$ cat config.mk
export PLATFORM = sky130hd
export DESIGN_NAME = dbg_hart_array
export DESIGN_NICKNAME = d
export VERILOG_FILES = /design/src/rtl/dbg_hart_array.sv
export SDC_FILE = /design/constraint.sdc
export NUM_CORES = 1
export LEC_CHECK = 0
export ABC_AREA = 1
export CORE_MARGIN = 2
export CORE_UTILIZATION = 48
export CTS_BUF_LIST = sky130_fd_sc_hd__clkbuf_2 sky130_fd_sc_hd__clkbuf_4 sky130_fd_sc_hd__clkbuf_8
export DETAILED_ROUTE_END_ITERATION = 6
export PLACE_DENSITY_LB_ADDON = 0.05
export SLEW_MARGIN = 10
export SYNTH_ARGS = -nofsm -noshare
export SYNTH_HDL_FRONTEND = slang
export SYNTH_SLANG_ARGS = --single-unit
$ cat constraint.sdc
create_clock -name clk_i -period 3.7 [get_ports clk_i]
set_input_delay 0.37 -clock clk_i [delete_from_list [all_inputs] [get_ports clk_i]]
set_output_delay 0.37 -clock clk_i [all_outputs]
set_load 0.05 [all_outputs]
$ cat src/rtl/dbg_hart_array.sv
// Debug-module hart array: one halt/resume/step handshake FSM per hart with
// handshake timeout, plus a shared register-access port into halted harts.
module dbg_hart_array #(
  parameter int NUM_HARTS = 4,
  parameter int TMO_W     = 8,
  parameter int HSEL_W    = 2
) (
  input  logic                    clk_i,
  input  logic                    reset_i,
  input  logic [NUM_HARTS-1:0]    sel_mask_i,
  input  logic                    halt_cmd_i,
  input  logic                    resume_cmd_i,
  input  logic                    step_cmd_i,
  input  logic [HSEL_W-1:0]       hartsel_i,
  input  logic                    acc_req_i,
  input  logic                    acc_wr_i,
  input  logic [15:0]             acc_addr_i,
  input  logic [31:0]             acc_wdata_i,
  output logic [31:0]             acc_rdata_o,
  output logic                    acc_done_o,
  output logic                    acc_err_o,
  output logic                    busy_o,
  output logic [NUM_HARTS-1:0]    halted_o,
  output logic [NUM_HARTS-1:0]    ebreak_cause_o,
  output logic [NUM_HARTS-1:0]    tmo_err_o,
  output logic                    any_halted_o,
  output logic                    all_halted_o,
  output logic [NUM_HARTS-1:0]    core_halt_req_o,
  input  logic [NUM_HARTS-1:0]    core_halt_ack_i,
  input  logic [NUM_HARTS-1:0]    core_resume_ack_i,
  input  logic [NUM_HARTS-1:0]    core_ebreak_i,
  input  logic [NUM_HARTS-1:0]    core_step_exec_i,
  output logic [NUM_HARTS-1:0]    core_reg_en_o,
  output logic                    core_reg_wr_o,
  output logic [15:0]             core_reg_addr_o,
  output logic [31:0]             core_reg_wdata_o,
  input  logic [32*NUM_HARTS-1:0] core_reg_rdata_i
);

  typedef enum logic [2:0] {
    RUNNING  = 3'd0,
    HALTING  = 3'd1,
    HALTED   = 3'd2,
    RESUMING = 3'd3,
    STEPPING = 3'd4
  } hart_state_t;

  typedef enum logic [1:0] {
    A_IDLE    = 2'd0,
    A_STROBE  = 2'd1,
    A_CAPTURE = 2'd2
  } acc_state_t;

  logic [NUM_HARTS-1:0] w_halted_vec;
  logic [NUM_HARTS-1:0] w_halted_nxt_vec;
  logic [NUM_HARTS-1:0] w_halt_req_vec;
  logic [NUM_HARTS-1:0] w_eb_vec;
  logic [NUM_HARTS-1:0] w_tmo_vec;
  logic [NUM_HARTS-1:0] w_acc_lock;

  acc_state_t           r_acc_state;
  acc_state_t           w_acc_state_nxt;
  logic [NUM_HARTS-1:0] w_sel_onehot;
  logic [NUM_HARTS-1:0] r_acc_onehot;
  logic [NUM_HARTS-1:0] r_reg_en;
  logic                 w_sel_halted;
  logic                 w_acc_idle;
  logic                 w_acc_accept;
  logic                 w_acc_reject;
  logic [31:0]          w_cap_rdata;
  logic                 r_reg_wr;
  logic [15:0]          r_reg_addr;
  logic [31:0]          r_reg_wdata;
  logic [31:0]          r_rdata;
  logic                 r_done;
  logic                 r_err;
  logic                 r_busy;
  logic                 r_any;
  logic                 r_all;

  // Out-of-range hartsel decodes to an all-zero one-hot and is rejected.
  always_comb begin
    w_sel_onehot = '0;
    for (int h = 0; h < NUM_HARTS; h++) begin
      w_sel_onehot[h] = (hartsel_i == HSEL_W'(h));
    end
  end

  assign w_sel_halted = |(w_sel_onehot & w_halted_vec);
  assign w_acc_idle   = (r_acc_state == A_IDLE);
  assign w_acc_accept = w_acc_idle & acc_req_i & w_sel_halted;
  assign w_acc_reject = w_acc_idle & acc_req_i & ~w_sel_halted;
  // A hart is locked from resume/step while its access is being accepted or in flight.
  assign w_acc_lock   = w_acc_idle ? (w_acc_accept ? w_sel_onehot : '0) : r_acc_onehot;

  always_comb begin
    w_acc_state_nxt = r_acc_state;
    case (r_acc_state)
      A_IDLE: begin
        if (w_acc_accept) begin
          w_acc_state_nxt = A_STROBE;
        end else begin
          w_acc_state_nxt = A_IDLE;
        end
      end
      A_STROBE:  w_acc_state_nxt = A_CAPTURE;
      A_CAPTURE: w_acc_state_nxt = A_IDLE;
      default:   w_acc_state_nxt = A_IDLE;
    endcase
  end

  always_comb begin
    w_cap_rdata = 32'h0000_0000;
    for (int h = 0; h < NUM_HARTS; h++) begin
      w_cap_rdata = w_cap_rdata | (core_reg_rdata_i[32*h +: 32] & {32{r_acc_onehot[h]}});
    end
  end

  always_ff @(posedge clk_i) begin
    if (reset_i) begin
      r_acc_state  <= A_IDLE;
      r_acc_onehot <= '0;
      r_reg_en     <= '0;
      r_reg_wr     <= 1'b0;
      r_reg_addr   <= 16'h0000;
      r_reg_wdata  <= 32'h0000_0000;
      r_rdata      <= 32'h0000_0000;
      r_done       <= 1'b0;
      r_err        <= 1'b0;
      r_busy       <= 1'b0;
    end else begin
      r_acc_state <= w_acc_state_nxt;
      r_busy      <= (w_acc_state_nxt != A_IDLE);
      r_reg_en    <= (w_acc_state_nxt == A_STROBE) ? w_sel_onehot : '0;
      if (w_acc_accept) begin
        r_acc_onehot <= w_sel_onehot;
        r_reg_wr     <= acc_wr_i;
        r_reg_addr   <= acc_addr_i;
        r_reg_wdata  <= acc_wdata_i;
      end else begin
        r_acc_onehot <= r_acc_onehot;
      end
      r_done <= w_acc_reject | (r_acc_state == A_CAPTURE);
      r_err  <= w_acc_reject;
      if ((r_acc_state == A_CAPTURE) && !r_reg_wr) begin
        r_rdata <= w_cap_rdata;
      end else begin
        r_rdata <= r_rdata;
      end
    end
  end

  for (genvar g = 0; g < NUM_HARTS; g++) begin : g_hart
    localparam logic [TMO_W-1:0] CntLast = '1;

    hart_state_t      r_state;
    hart_state_t      w_state_nxt;
    logic [TMO_W-1:0] r_cnt;
    logic [TMO_W-1:0] w_cnt_inc;
    logic             w_tmo;
    logic             w_res_req;
    logic             w_step_req;
    logic             w_set_eb;
    logic             w_clr_eb;
    logic             w_set_tmo;
    logic             r_pend_res;
    logic             r_pend_step;
    logic             r_halted;
    logic             r_halt_req;
    logic             r_eb;
    logic             r_tmo;

    assign w_cnt_inc  = r_cnt + TMO_W'(1'b1);
    assign w_tmo      = (w_cnt_inc == CntLast);
    assign w_res_req  = (resume_cmd_i & sel_mask_i[g]) | r_pend_res;
    assign w_step_req = (step_cmd_i & sel_mask_i[g]) | r_pend_step;

    always_comb begin
      w_state_nxt = r_state;
      w_set_eb    = 1'b0;
      w_clr_eb    = 1'b0;
      w_set_tmo   = 1'b0;
      case (r_state)
        RUNNING: begin
          if (core_ebreak_i[g]) begin
            w_state_nxt = HALTING;
            w_set_eb    = 1'b1;
          end else if (halt_cmd_i && sel_mask_i[g]) begin
            w_state_nxt = HALTING;
          end else begin
            w_state_nxt = RUNNING;
          end
        end
        HALTING: begin
          if (core_halt_ack_i[g]) begin
            w_state_nxt = HALTED;
          end else if (w_tmo) begin
            w_state_nxt = RUNNING;
            w_set_tmo   = 1'b1;
          end else begin
            w_state_nxt = HALTING;
          end
        end
        HALTED: begin
          if (w_acc_lock[g]) begin
            w_state_nxt = HALTED;
          end else if (w_res_req) begin
            w_state_nxt = RESUMING;
          end else if (w_step_req) begin
            w_state_nxt = STEPPING;
          end else begin
            w_state_nxt = HALTED;
          end
        end
        RESUMING: begin
          if (core_resume_ack_i[g]) begin
            w_state_nxt = RUNNING;
            w_clr_eb    = 1'b1;
          end else if (w_tmo) begin
            w_state_nxt = HALTED;
            w_set_tmo   = 1'b1;
          end else begin
            w_state_nxt = RESUMING;
          end
        end
        STEPPING: begin
          if (core_step_exec_i[g]) begin
            w_state_nxt = HALTED;
          end else if (w_tmo) begin
            w_state_nxt = HALTED;
            w_set_tmo   = 1'b1;
          end else begin
            w_state_nxt = STEPPING;
          end
        end
        default: w_state_nxt = RUNNING;
      endcase
    end

    // Outputs are registered from the next state so they line up with r_state.
    always_ff @(posedge clk_i) begin
      if (reset_i) begin
        r_state     <= RUNNING;
        r_cnt       <= '0;
        r_pend_res  <= 1'b0;
        r_pend_step <= 1'b0;
        r_halted    <= 1'b0;
        r_halt_req  <= 1'b0;
        r_eb        <= 1'b0;
        r_tmo       <= 1'b0;
      end else begin
        r_state <= w_state_nxt;
        if ((w_state_nxt != r_state) || (r_state == RUNNING) || (r_state == HALTED)) begin
          r_cnt <= '0;
        end else begin
          r_cnt <= w_cnt_inc;
        end
        r_pend_res  <= (r_state == HALTED) & w_acc_lock[g] & w_res_req;
        r_pend_step <= (r_state == HALTED) & w_acc_lock[g] & w_step_req & ~w_res_req;
        r_halted    <= (w_state_nxt == HALTED);
        r_halt_req  <= (w_state_nxt == HALTING) | (w_state_nxt == HALTED);
        r_eb        <= (r_eb | w_set_eb) & ~w_clr_eb;
        r_tmo       <= r_tmo | w_set_tmo;
      end
    end

    assign w_halted_vec[g]     = r_halted;
    assign w_halted_nxt_vec[g] = (w_state_nxt == HALTED);
    assign w_halt_req_vec[g]   = r_halt_req;
    assign w_eb_vec[g]         = r_eb;
    assign w_tmo_vec[g]        = r_tmo;
  end

  always_ff @(posedge clk_i) begin
    if (reset_i) begin
      r_any <= 1'b0;
      r_all <= 1'b0;
    end else begin
      r_any <= |w_halted_nxt_vec;
      r_all <= &w_halted_nxt_vec;
    end
  end

  assign acc_rdata_o      = r_rdata;
  assign acc_done_o       = r_done;
  assign acc_err_o        = r_err;
  assign busy_o           = r_busy;
  assign halted_o         = w_halted_vec;
  assign ebreak_cause_o   = w_eb_vec;
  assign tmo_err_o        = w_tmo_vec;
  assign any_halted_o     = r_any;
  assign all_halted_o     = r_all;
  assign core_halt_req_o  = w_halt_req_vec;
  assign core_reg_en_o    = r_reg_en;
  assign core_reg_wr_o    = r_reg_wr;
  assign core_reg_addr_o  = r_reg_addr;
  assign core_reg_wdata_o = r_reg_wdata;

endmodule
==> results.py <==
metrics = {
    "cts": {
        "clk_path_buf_depth": 2,
        "cts_tree": "yes",
        "path_clk_slew_ns": 0.10,
        "clk_latency_ns": 0.45,
        "cts-buffers-inserted": 17,
        "postCtsSetupRepairBufs": 0,
        "cts-root-buf": "clkbuf_8",
        "numClockSinks": 164,
        "ctsResizeCount": 0,
        "h-tree-depth": 4,
        "hold_buffers": 0,
    },
    "routing": {
        "vias_per_cell": 5.061,
        "drc": 0,
        "drtPass1Iterations": 7,
        "vias": 7739,
        "drtAntennaViolNets": 0,
        "drt_iter0_markers": 385,
        "finalWirelength_mm": 23.85,
        "post_drt_wl_per_cell_um": 15.60,
    },
    "timing": {
        "hold_viol_final": 0,
        "clock_skew_ns": 0.01541,
        "relSlewSlack_pct": 19.74,
        "post-route-period-util_pct": 56.71,
        "drv_slew": 0,
        "setup_viol": 0,
        "rsz0062_at_grt": "no",
        "fin_setup_tns_ns": 0,
        "max_freq_mhz": 476.6,
        "layout_min_cycle_time_ns": 2.098,
        "tightest_slew_ns": 1.201,
        "fin_hold_ws_ns": 0.4662,
    },
    "yosys": {
        "synth_nets": 1238,
        "synth.ff_latch_count": 164,
        "synthCells": 1025,
        "synthAdderAreaFrac_pct": 1.310,
        "yosys_warnings": 0,
        "synthFlopType": "dfxtp_1",
        "synth_cell_type_count": 43,
        "synthXorXnorAreaFrac_pct": 0.4583,
        "synth_compound_area_share_pct": 19.74,
        "syn_area_per_cell_um2": 7.457,
        "synthArstFlopShare_pct": 0,
        "synth_mux_area_share_pct": 0,
        "yosysSeqAreaShare_pct": 42.95,
        "synth_edf_count": 0,
        "yosys.area_share.simple_pct": 26.63,
        "syn_area_um2": 7644,
        "synth_top_family_by_area": "simple AND/OR/NAND/NOR gates",
    },
    "global_routing": {
        "use_met3_pct": 10.13,
        "gr-usage-met2_pct": 44.87,
        "grt-ovfl-total": 0,
        "grt_pass1_wl_mm": 35.54,
        "track_usage_pct": 27.17,
        "use_met1_pct": 32.52,
        "antenna_found_initial": 2,
        "grt.busiest_layer": "met2",
        "grt_pass1_vias": 6971,
        "grt_max_degree": 78,
    },
    "power_and_ir_drop": {
        "peakVddDrop_v": 0.0002773,
        "p_leak_nw": 4.257,
        "finalPower_mw": 3.923,
        "power_density_nw_per_um2": 350.9,
    },
    "worst_setup_path": {
        "cp.required_ns": 3.33,
        "reg2reg_from": "g_hart[1].r_cnt[1]",
        "cpPeakStageDelay_ns": 0.88,
        "critPathSlowestCell": "clkdlybuf4s50_1",
        "critPathLaunchType": "flop",
        "ff2ff_setup_slack_ns": 1.76,
        "crit_fanout": 3,
        "worstPathArrival_ns": 1.73,
        "worstSetupEndpointType": "primary output",
        "path_buf_inv": 1,
        "path_class": "reg2out",
        "path_delay_family": "buffers and inverters",
        "worstPathCellList": "clkdlybuf4s50_1",
        "startpoint": "core_reg_wr_o",
    },
    "job": {
        "drv_cap": 0,
    },
    "floorplan": {
        "core_um2": 15710,
        "rows": 46,
        "initial_core_util_pct": 48.65,
        "die_x_um": 130.2,
        "die_y_um": 130.2,
        "pin_count": 311,
        "die_area_um2": 16950,
    },
    "placed_design": {
        "place_inst": 1496,
        "hpwl_mm": 18.10,
        "place_area_um2": 10790,
        "place_congestion": 0.8957,
        "io_buffers": 310,
    },
    "worst_hold_path": {
        "hp-start": "g_hart[1].r_cnt[0]",
        "hp-class": "reg2reg",
    },
    "final_layout": {
        "seq_area_um2": 3283,
        "multi_input_area_um2": 3687,
        "fill_cells": 1343,
        "finalInstanceArea_um2": 11180,
        "final_cells": 1529,
        "area_delta_synth_final_pct": 46.28,
        "mostFrequentLayoutCells": "clkdlybuf4s50_1 (310), nor2_1 (203), dfxtp_1 (164)",
        "nets": 1512,
        "drive_gt1_share_pct": 7.393,
        "final_common_cell": "clkdlybuf4s50_1",
    },
    "run_status": {
        "outcome": "finished clean",
    },
}
[metal layers]
| layer | up-vias | routed length [um] |
|---|---|---|
| met2 | 263 | 11700 |
| met1 | 3503 | 9385 |
| met4 | 2 | 612 |
| met5 | - | 13 |
| li1 | 3931 | - |
| met3 | 40 | 2139 |
[logic make-up after synthesis]
| family | Yosys count |
|---|---|
| xor+xnor | 4 |
| fa+ha+maj | 8 |
| simple gates | 448 |
| compound gates | 238 |
| flops | 164 |
| buf+inv | 163 |
[Yosys cell counts (2+ instances only)]
library cell  count  area, um2
a21oi_1          61      305.3
nand3_1          45      225.2
ha_1              8      100.1
buf_2             4      20.02
a22o_1           32      280.3
dfxtp_1         164       3283
o21a_1            4      30.03
xnor2_1           3      26.28
a31oi_1           3      18.77
nor4_1            3      18.77
nand2_1         134      503.0
o21bai_1          8      60.06
nand2_2           9      56.30
o21ai_0          88      440.4
nand4_1           8      50.05
nor3_1            9      45.04
nand3_2           5      50.05
and2_1            2      12.51
a31o_2            2      17.52
nand3b_1          2      15.01
a221oi_1         32      280.3
nor2_4            3      33.78
a21oi_2           2      17.52
clkbuf_1         41      153.9
buf_4            17      127.6
inv_1            90      337.8
nand3_4           5      87.58
nor2_2           12      75.07
nor2_1          204      765.7
inv_2            10      37.54
o21ai_1           3      15.01
[flip-flops by register name, indices dropped and copies added (netlist names)]
signal              flops
all_halted_o            1
g_hart.r_halted         4
core_reg_wdata_o       32
g_hart.r_tmo            4
g_hart.r_state         12
g_hart.r_pend_step      4
core_reg_en_o           4
core_reg_addr_o        16
r_acc_state             2
g_hart.r_cnt           32
acc_rdata_o            32
acc_done_o              1
core_reg_wr_o           1
g_hart.r_eb             4
g_hart.r_halt_req       4
r_acc_onehot            4
g_hart.r_pend_res       4
any_halted_o            1
busy_o                  1
acc_err_o               1
[power breakdown]
part           total [mW]  internal (mW)  switching [mW]  leakage (nW)
combinational       0.783          0.360           0.423          2.74
clock                1.28          0.559           0.717         0.185
sequential           1.86           1.82          0.0393          1.33
[final timing paths]
check / endpoint / cells past startpoint
setup reg to reg: g_hart[1].r_cnt[6] / 11
hold reg to reg: g_hart[1].r_cnt[0] / 1
setup / recovery: core_reg_wr_o / 1
hold / removal: g_hart[1].r_cnt[0] / 1
[cell type report]
cell class,count,area share (%)
repair buffers,318,28.40
inverters,100,3.357
multi-input cells,698,32.98
flip-flops and latches,164,29.36
clock buffers,18,2.160
well taps,216,2.417
clock inverters,14,1.298
diodes,1,0.02238
[per-stage QoR]
step           worst slack (ns)  utilization [%]
2_1_floorplan             2.031                -
5_1_grt                   1.516            71.16
3_5_place_dp              1.400            68.68
6_report                  1.602            71.16
4_1_cts                   1.573            71.14
3_3_place_gp              1.449            68.68
Note: power is estimated with default switching activity, not from simulation.
